<file path="config.mk">
export PLATFORM = sky130hd
export DESIGN_NAME = dsp_decode
export DESIGN_NICKNAME = d
export VERILOG_FILES = /design/src/rtl/dsp_decode_pkg.sv /design/src/rtl/dsp_decode_field_decode.sv /design/src/rtl/dsp_decode.sv
export SDC_FILE = /design/constraint.sdc
export NUM_CORES = 1
export LEC_CHECK = 0
export CELL_PAD_IN_SITES_DETAIL_PLACEMENT = 0
export CELL_PAD_IN_SITES_GLOBAL_PLACEMENT = 1
export CORE_MARGIN = 5
export CORE_UTILIZATION = 37
export CTS_CLUSTER_DIAMETER = 150
export CTS_CLUSTER_SIZE = 30
export DETAILED_ROUTE_END_ITERATION = 7
export GPL_TIMING_DRIVEN = 0
export PLACE_DENSITY_LB_ADDON = 0.1
export SYNTH_ARGS = -nofsm -noshare
export SYNTH_HDL_FRONTEND = slang
export SYNTH_HIERARCHICAL = 1
export SYNTH_SLANG_ARGS = --single-unit
</file>
<file path="constraint.sdc">
create_clock -name clk_i -period 6.98 [get_ports clk_i]
set_input_delay 1.396 -clock clk_i [delete_from_list [all_inputs] [get_ports clk_i]]
set_output_delay 1.396 -clock clk_i [all_outputs]
set_load 0.05 [all_outputs]
</file>
<file path="src/rtl/dsp_decode_pkg.sv">
// Shared widths, instruction field layout, opcodes and the decoded-word payload
// for the DSP decode stage.
package dsp_decode_pkg;

    localparam int unsigned INST_W     = 32;
    localparam int unsigned MEM_ADDR_W = 16;
    localparam int unsigned REG_ADDR_W = 5;
    localparam int unsigned OPCODE_W   = 6;
    localparam int unsigned IMM_W      = 16;
    localparam int unsigned FLUSH_W    = 2;

    localparam int unsigned OPCODE_LSB = 26;
    localparam int unsigned RD_LSB     = 21;
    localparam int unsigned RS_LSB     = 16;
    localparam int unsigned RT_LSB     = 11;

    typedef enum logic [OPCODE_W-1:0] {
        OP_NOP  = 6'h00,
        OP_ADD  = 6'h01,
        OP_SUB  = 6'h02,
        OP_MUL  = 6'h03,
        OP_MAC  = 6'h04,
        OP_LD   = 6'h08,
        OP_ST   = 6'h09,
        OP_LDI  = 6'h0A,
        OP_JMP  = 6'h10,
        OP_HALT = 6'h3F
    } opcode_e;

    // Contents of the decode output register handed to execute.
    typedef struct packed {
        logic                  valid;
        logic [OPCODE_W-1:0]   opcode;
        logic [REG_ADDR_W-1:0] rd;
        logic [REG_ADDR_W-1:0] rs;
        logic [REG_ADDR_W-1:0] rt;
        logic [INST_W-1:0]     imm;
        logic [MEM_ADDR_W-1:0] pc;
        logic                  we_reg;
        logic                  is_load;
        logic                  is_store;
    } dec_word_t;

endpackage

</file>
<file path="src/rtl/dsp_decode_field_decode.sv">
// Purely combinational split of one instruction word into fields and control flags.
// Undefined opcodes come out as NOP with the illegal flag raised.
module dsp_field_decode
    import dsp_decode_pkg::*;
(
    input  logic [INST_W-1:0]     instr_i,
    output logic [OPCODE_W-1:0]   opcode_o,
    output logic [REG_ADDR_W-1:0] rd_o,
    output logic [REG_ADDR_W-1:0] rs_o,
    output logic [REG_ADDR_W-1:0] rt_o,
    output logic [INST_W-1:0]     imm_o,
    output logic                  we_reg_o,
    output logic                  is_load_o,
    output logic                  is_store_o,
    output logic                  is_jmp_o,
    output logic                  is_halt_o,
    output logic                  illegal_o
);

    logic [OPCODE_W-1:0] raw_op;

    always_comb begin
        raw_op     = instr_i[OPCODE_LSB +: OPCODE_W];
        rd_o       = instr_i[RD_LSB +: REG_ADDR_W];
        rs_o       = instr_i[RS_LSB +: REG_ADDR_W];
        rt_o       = instr_i[RT_LSB +: REG_ADDR_W];
        imm_o      = {{(INST_W - IMM_W){instr_i[IMM_W-1]}}, instr_i[IMM_W-1:0]};
        opcode_o   = raw_op;
        we_reg_o   = 1'b0;
        is_load_o  = 1'b0;
        is_store_o = 1'b0;
        is_jmp_o   = 1'b0;
        is_halt_o  = 1'b0;
        illegal_o  = 1'b0;
        case (opcode_e'(raw_op))
            OP_NOP: ;
            OP_ADD, OP_SUB, OP_MUL, OP_MAC, OP_LDI: we_reg_o = 1'b1;
            OP_LD: begin
                we_reg_o  = 1'b1;
                is_load_o = 1'b1;
            end
            OP_ST:   is_store_o = 1'b1;
            OP_JMP:  is_jmp_o   = 1'b1;
            OP_HALT: is_halt_o  = 1'b1;
            default: begin
                opcode_o  = OP_NOP;
                illegal_o = 1'b1;
            end
        endcase
    end

endmodule

</file>
<file path="src/rtl/dsp_decode.sv">
// Decode stage behind DSPFetch: registers decoded fields for execute, resolves jumps,
// drops wrong-path words, inserts load-use bubbles and back-pressures fetch.
module dsp_decode
    import dsp_decode_pkg::*;
#(
    parameter int unsigned FLUSH_CYCLES = 1
) (
    input  logic                  clk_i,
    input  logic                  rst_i,
    input  logic [INST_W-1:0]     instr_i,
    input  logic                  instr_valid_i,
    input  logic [MEM_ADDR_W-1:0] pc_i,
    output logic                  fetch_stall_o,
    output logic                  jump_flag_o,
    output logic [MEM_ADDR_W-1:0] jump_addr_o,
    input  logic                  ex_ready_i,
    output logic                  dec_valid_o,
    output logic [OPCODE_W-1:0]   dec_opcode_o,
    output logic [REG_ADDR_W-1:0] dec_rd_o,
    output logic [REG_ADDR_W-1:0] dec_rs_o,
    output logic [REG_ADDR_W-1:0] dec_rt_o,
    output logic [INST_W-1:0]     dec_imm_o,
    output logic [MEM_ADDR_W-1:0] dec_pc_o,
    output logic                  dec_we_reg_o,
    output logic                  dec_is_load_o,
    output logic                  dec_is_store_o,
    output logic                  illegal_op_o,
    output logic                  halted_o
);

    logic [OPCODE_W-1:0]   f_opcode;
    logic [REG_ADDR_W-1:0] f_rd;
    logic [REG_ADDR_W-1:0] f_rs;
    logic [REG_ADDR_W-1:0] f_rt;
    logic [INST_W-1:0]     f_imm;
    logic                  f_we_reg;
    logic                  f_is_load;
    logic                  f_is_store;
    logic                  f_is_jmp;
    logic                  f_is_halt;
    logic                  f_illegal;

    dsp_field_decode u_field_decode (
        .instr_i    (instr_i),
        .opcode_o   (f_opcode),
        .rd_o       (f_rd),
        .rs_o       (f_rs),
        .rt_o       (f_rt),
        .imm_o      (f_imm),
        .we_reg_o   (f_we_reg),
        .is_load_o  (f_is_load),
        .is_store_o (f_is_store),
        .is_jmp_o   (f_is_jmp),
        .is_halt_o  (f_is_halt),
        .illegal_o  (f_illegal)
    );

    dec_word_t             dec_q, dec_d;
    logic [FLUSH_W-1:0]    flush_q, flush_d;
    logic                  jump_flag_q, jump_flag_d;
    logic [MEM_ADDR_W-1:0] jump_addr_q, jump_addr_d;
    logic                  illegal_q, illegal_d;
    logic                  halted_q, halted_d;

    logic flushing;
    logic hazard;
    logic take;
    logic accept;
    logic drop;
    logic load_en;

    // Handshake: a word in the wrong-path window is dropped and never causes a hazard.
    always_comb begin
        flushing      = (flush_q != '0);
        hazard        = instr_valid_i && !flushing && dec_q.valid && dec_q.is_load
                        && (dec_q.rd != '0) && ((f_rs == dec_q.rd) || (f_rt == dec_q.rd));
        fetch_stall_o = (dec_q.valid && !ex_ready_i) || hazard || halted_q;
        take          = instr_valid_i && !fetch_stall_o;
        accept        = take && !flushing;
        drop          = take && flushing;
        load_en       = !dec_q.valid || ex_ready_i;
    end

    // Next-state for output register, flush window, jump pulse and halt flag.
    always_comb begin
        dec_d       = dec_q;
        flush_d     = flush_q;
        jump_flag_d = 1'b0;
        jump_addr_d = '0;
        illegal_d   = 1'b0;
        halted_d    = halted_q;

        if (load_en) begin
            dec_d = '0;
            if (accept) begin
                dec_d.valid    = 1'b1;
                dec_d.opcode   = f_opcode;
                dec_d.rd       = f_rd;
                dec_d.rs       = f_rs;
                dec_d.rt       = f_rt;
                dec_d.imm      = f_imm;
                dec_d.pc       = pc_i;
                dec_d.we_reg   = f_we_reg;
                dec_d.is_load  = f_is_load;
                dec_d.is_store = f_is_store;
            end
        end

        if (accept && f_is_jmp) begin
            jump_flag_d = 1'b1;
            jump_addr_d = f_imm[MEM_ADDR_W-1:0];
        end

        if (drop) begin
            flush_d = flush_q - FLUSH_W'(1);
        end else if (accept && f_is_jmp) begin
            flush_d = FLUSH_W'(FLUSH_CYCLES);
        end

        illegal_d = accept && f_illegal;

        if (accept && f_is_halt) begin
            halted_d = 1'b1;
        end
    end

    always_ff @(posedge clk_i) begin
        if (rst_i) begin
            dec_q       <= '0;
            flush_q     <= '0;
            jump_flag_q <= 1'b0;
            jump_addr_q <= '0;
            illegal_q   <= 1'b0;
            halted_q    <= 1'b0;
        end else begin
            dec_q       <= dec_d;
            flush_q     <= flush_d;
            jump_flag_q <= jump_flag_d;
            jump_addr_q <= jump_addr_d;
            illegal_q   <= illegal_d;
            halted_q    <= halted_d;
        end
    end

    assign jump_flag_o    = jump_flag_q;
    assign jump_addr_o    = jump_addr_q;
    assign dec_valid_o    = dec_q.valid;
    assign dec_opcode_o   = dec_q.opcode;
    assign dec_rd_o       = dec_q.rd;
    assign dec_rs_o       = dec_q.rs;
    assign dec_rt_o       = dec_q.rt;
    assign dec_imm_o      = dec_q.imm;
    assign dec_pc_o       = dec_q.pc;
    assign dec_we_reg_o   = dec_q.we_reg;
    assign dec_is_load_o  = dec_q.is_load;
    assign dec_is_store_o = dec_q.is_store;
    assign illegal_op_o   = illegal_q;
    assign halted_o       = halted_q;

endmodule

</file>
== Word-level counts from Yosys, hierarchy flattened ==
Cells that the tools add are included.
Widths: inputs -> output; s select.

* Bits in registers: 94
* Output and inout bits: 93
* Word-level logic and storage cells: 66
* Bits of input ports: 52

* $add $sub $neg: 1
* Eq/ne operators: 11
* Reduce and logical (&&, ||, !) cells: 27
* Mux-type cells: 11
* Bitwise gates (word level): 1

{| class="wikitable"
|+ Operators with widths
! cell !! number
|-
| $mux 73 || 1
|-
| $eq 6x4->1 const B || 3
|-
| $eq 6x2->1 const B || 2
|-
| $logic_and 1x1->1 || 12
|-
| $eq 5x5->1 || 2
|-
| $reduce_or 10->1 || 1
|-
| $mux 1 || 7
|-
| $eq 6x1->1 const B || 1
|-
| $eq 6x3->1 const B || 1
|-
| $eq 6x5->1 const B || 1
|-
| $eq 6x6->1 const B || 1
|-
| $logic_not 6->1 || 1
|-
| $mux 6 || 1
|-
| $reduce_or 6->1 || 1
|-
| $reduce_bool 5->1 || 1
|-
| $logic_not 1->1 || 4
|-
| $logic_or 1x1->1 || 4
|-
| $mux 2 || 2
|-
| $reduce_bool 2->1 || 2
|-
| $reduce_or 2->1 || 1
|-
| $sub 2x1->2 const B || 1
|-
| $not 1->1 || 1
|}

== Logic depth before layout (Yosys ltp) ==
* Depth after elaboration: 15
* Depth in mapped cells: 8
* Depth with buffers taken out: 6

== Cells and area by module ==
The synthesis kept the hierarchy.

{| class="wikitable"
|+ By module, submodules not included
! module !! area an instance (sq um) !! cells each !! instances
|-
| dsp_decode || 3,947.5 || 444 || 1
|-
| dsp_field_decode || 634.4 || 91 || 1
|}

== Worst setup path after synthesis ==
No wires, ideal clock.

* Path kind: input-to-output
* From: in instr_i[20]
* To: out fetch_stall_o
* Arrival time: 2.658 ns
* Stages: 6
* Setup slack: 2.926 ns
* Path buffers: 2
* Required time: 5.584 ns
* Path through: buf_4 -> xnor2_1 -> nand3_1 -> o22ai_1 -> buf_2 -> a211o_1

* Cells in the longest elaborated chain, start to end: 5

{| class="wikitable"
|+ Ends and longest elaborated chain
! item !! RTL line !! source
|-
| from (decl) || dsp_decode.sv:10 || <nowiki>input logic [INST_W-1:0] instr_i,</nowiki>
|-
| $eq 5x5->1 || dsp_decode.sv:76 || <nowiki>&& (dec_q.rd != '0) && ((f_rs == dec_q.rd) || (f_rt == dec_q.rd));</nowiki>
|-
| $logic_or 1x1->1 || dsp_decode.sv:76 ||
|-
| $logic_and 1x1->1 || dsp_decode.sv:76 ||
|-
| $logic_or 1x1->1 (2 in series) || dsp_decode.sv:77 || <nowiki>fetch_stall_o = (dec_q.valid && !ex_ready_i) || hazard || halted_q;</nowiki>
|-
| to (decl) || dsp_decode.sv:13 || <nowiki>output logic fetch_stall_o,</nowiki>
|}

Every way passes these cells.

== Worst setup path in the final report ==
Ends and elaborated chain as after synthesis.

==> metrics.yaml <==
outcome: "finished clean"
finalSetupViolations: 0
drive_gt1_share_pct: 15.0
num_vias: 4458
p_per_area_nw_per_um2: 251
skew_ns: 0.00585
min_period_over_period_pct: 72.8
drtIter0Drc: 348
worst_hold_slack_ns: 0.473
min-delay-start: "dec_imm_o[19]"
cap_violations: 0
hpwl_mm: 10.4
crit_required_ns: 5.58
yosysTopAreaCell: "dfxtp_1"
peakVddDrop_mv: 0.117
reg2reg_slack_ns: 4.67
ctsResizeCount: 0
die-area_um2: 14700
cts-root-buf: "clkbuf_16"
gr-total-overflow: 0
cts_inserted_buffers: 9
synth.net_count: 588
slew_violations: 0
finalCriticalPeriod_ns: 5.08
numPortBuffers: 116
synth_area_um2: 4580
yosysMostFrequentCell: "dfxtp_1"
clockBufferDepth: 2
ys_top_cells_by_area: "dfxtp_1 (41%), a32oi_1 (14%), buf_4 (8.4%)"
path_clk_slew_ns: 0.06
nNetsFinal: 715
crit_chain: "buf_4 -> xnor2_1 -> nand3_1 -> o22ai_1 -> buf_2 -> a211o_1 -> clkdlybuf4s50_1"
cts.sinks: 94
dr.pass1.iters: 5
detail-route-antenna-nets: 0
pin_count: 145
grt_pass1_wl_mm: 23.1
grt_usage_pct: 19.5
synthArstFlopShare_pct: 0
syn_inst: 535
clk-insertion-delay-late_ns: 0.35
core-area_um2: 12100
start_kind: "input port"
critical_path.max_stage_delay_ns: 0.81
fin_ws_ns: 1.90
cp_max_fo: 10
pre_cts_ws_ns: 1.92
grt_pass1_vias: 4342
routedWlPerCell_um: 17.0
cts.htree.levels: 3
start_util_pct: 38.0
hp-class: "reg -> reg"
rows: 40
post_cts_buffers: 0
synth-edff-count: 0
critPathCaptureType: "output port"
area_growth_pct: 36.5
cts_tree: "done"
gp_congestion: 0.803
fp.dieH_um: 121
hold_depth: 2
slowest_stage: "clkdlybuf4s50_1"
synth_top_cell_area_share_pct: 41.1
ctsHoldBuffers: 0
antenna_found_initial: 0
rsz0062_at_grt: "no"
ys_seq_area_share_pct: 41.1
maxSlewHeadroom_pct: 54.3
die_w_um: 121
worst_pin_slew_ns: 0.681
critPathArrivalTime_ns: 3.68
r2r_start: "flush_q[0]"
yosysUniqueCellTypes: 44
r2r_cells: 8
synth_warnings: 6
p_leak_nw: 2.25
fmax_mhz: 197
synthFlopType: "dfxtp_1"
ys_ff_latch: 94
hold_viol_final: 0
vias_per_cell: 5.34
synth.avg_cell_area_um2: 8.56
wirelength_mm: 14.2
synth_common_cells: "dfxtp_1 (94), nand2_1 (81), a32oi_1 (73)"
num_antenna_cells: 0
criticalPathCategory: "in -> out"
min_to: "dec_imm_o[19]"
grt_max_degree: 19
drc: 0
r2r-end: "dec_pc_o[3]"
tns_ns: 0
[cells in the final DEF (no fill, tap or decap), types with 3 or more instances in the layout]
cell type and n:
clkinv_2 3, clkdlybuf4s50_1 116, buf_4 51, buf_6 9, o21a_1 3, clkbuf_1 20
nand2_1 81, nor2_1 10, inv_1 7, a21oi_1 21, xnor2_1 10, o21ai_1 72
buf_1 4, a32oi_1 73, nand3_1 19, and2_1 3, clkbuf_16 9, o22ai_1 3
dfxtp_1 94, buf_2 17, nor3_1 5
[worst max path at each step]
stage | start | end | cells after the start
global placement | instr_i[20] | fetch_stall_o | 7
CTS | instr_i[20] | fetch_stall_o | 7
finish | instr_i[20] | fetch_stall_o | 7
detailed placement | instr_i[20] | fetch_stall_o | 7
global route | instr_i[20] | fetch_stall_o | 7
floorplan | instr_i[20] | fetch_stall_o | 6
[cell families after synthesis]
family	after synthesis	synth area share (%)
adder cells (fa/ha/maj)	1	0.273
flip-flops	94	41.1
AND/OR/NAND/NOR	135	13.6
buffers and inverters	108	15.0
AO/OA/AOI/OAI	186	27.9
XOR/XNOR	10	1.91
multiplexers	1	0.218
[where the power goes]
part | switching [W] | internal (W)
registers | 0.0000325 | 0.000584
logic | 0.000292 | 0.000160
clock network | 0.000212 | 0.000286
[state kept, by name, summed over array words and instances, names as in the netlist, 2 cells and up]
| name | count |
|---|---|
| jump_addr_o | 16 |
| dec_rs_o | 5 |
| dec_pc_o | 16 |
| flush_q | 2 |
| dec_opcode_o | 6 |
| dec_rt_o | 5 |
| dec_rd_o | 5 |
| dec_imm_o | 32 |
[area by class of cell]
| cell class | count | area (um2) |
|---|---|---|
| Multi-Input combinational cell | 333 | 2010 |
| Buffer | 101 | 659 |
| Sequential cell | 94 | 1880 |
| Inverter | 7 | 26.3 |
| Timing Repair Buffer | 116 | 1160 |
| Tap cell | 168 | 210 |
| Fill cell | 1161 | 5810 |
| Clock buffer | 10 | 239 |
| Clock inverter | 6 | 61.3 |
[metal layers]
| layer | global-route usage, % | routed length [um] | vias up |
|---|---|---|---|
| met2 | 29.3 | 6440 | 129 |
| met5 | 0 | 0 | - |
| met4 | 5.53 | 196 | 0 |
| met1 | 27.5 | 6550 | 2147 |
| li1 | - | - | 2169 |
| met3 | 4.99 | 1020 | 13 |
[worst max-delay path: cells and delay by family]
| kind | cells | cell delay [ns] |
|---|---|---|
| buffers and inverters | 3 | 1.28 |
| and+or+nand+nor | 1 | 0.12 |
| xor gates and xnor gates | 1 | 0.29 |
| AOI/OAI and AO/OA | 2 | 0.58 |
[stage by stage]
stage / area [um2] / cells / util (%) / power [W]
floorplan: 4580 / 535 / - / 0.000927
global placement: 5950 / 819 / 49.4 / 0.00108
detailed placement: 5950 / 819 / 49.4 / 0.00108
CTS: 6250 / 835 / 51.8 / 0.00158
global route: 6250 / 835 / 51.8 / 0.00163
finish: 6250 / 835 / 51.8 / 0.00157
No activity file was read; power rests on OpenSTA's default activity.
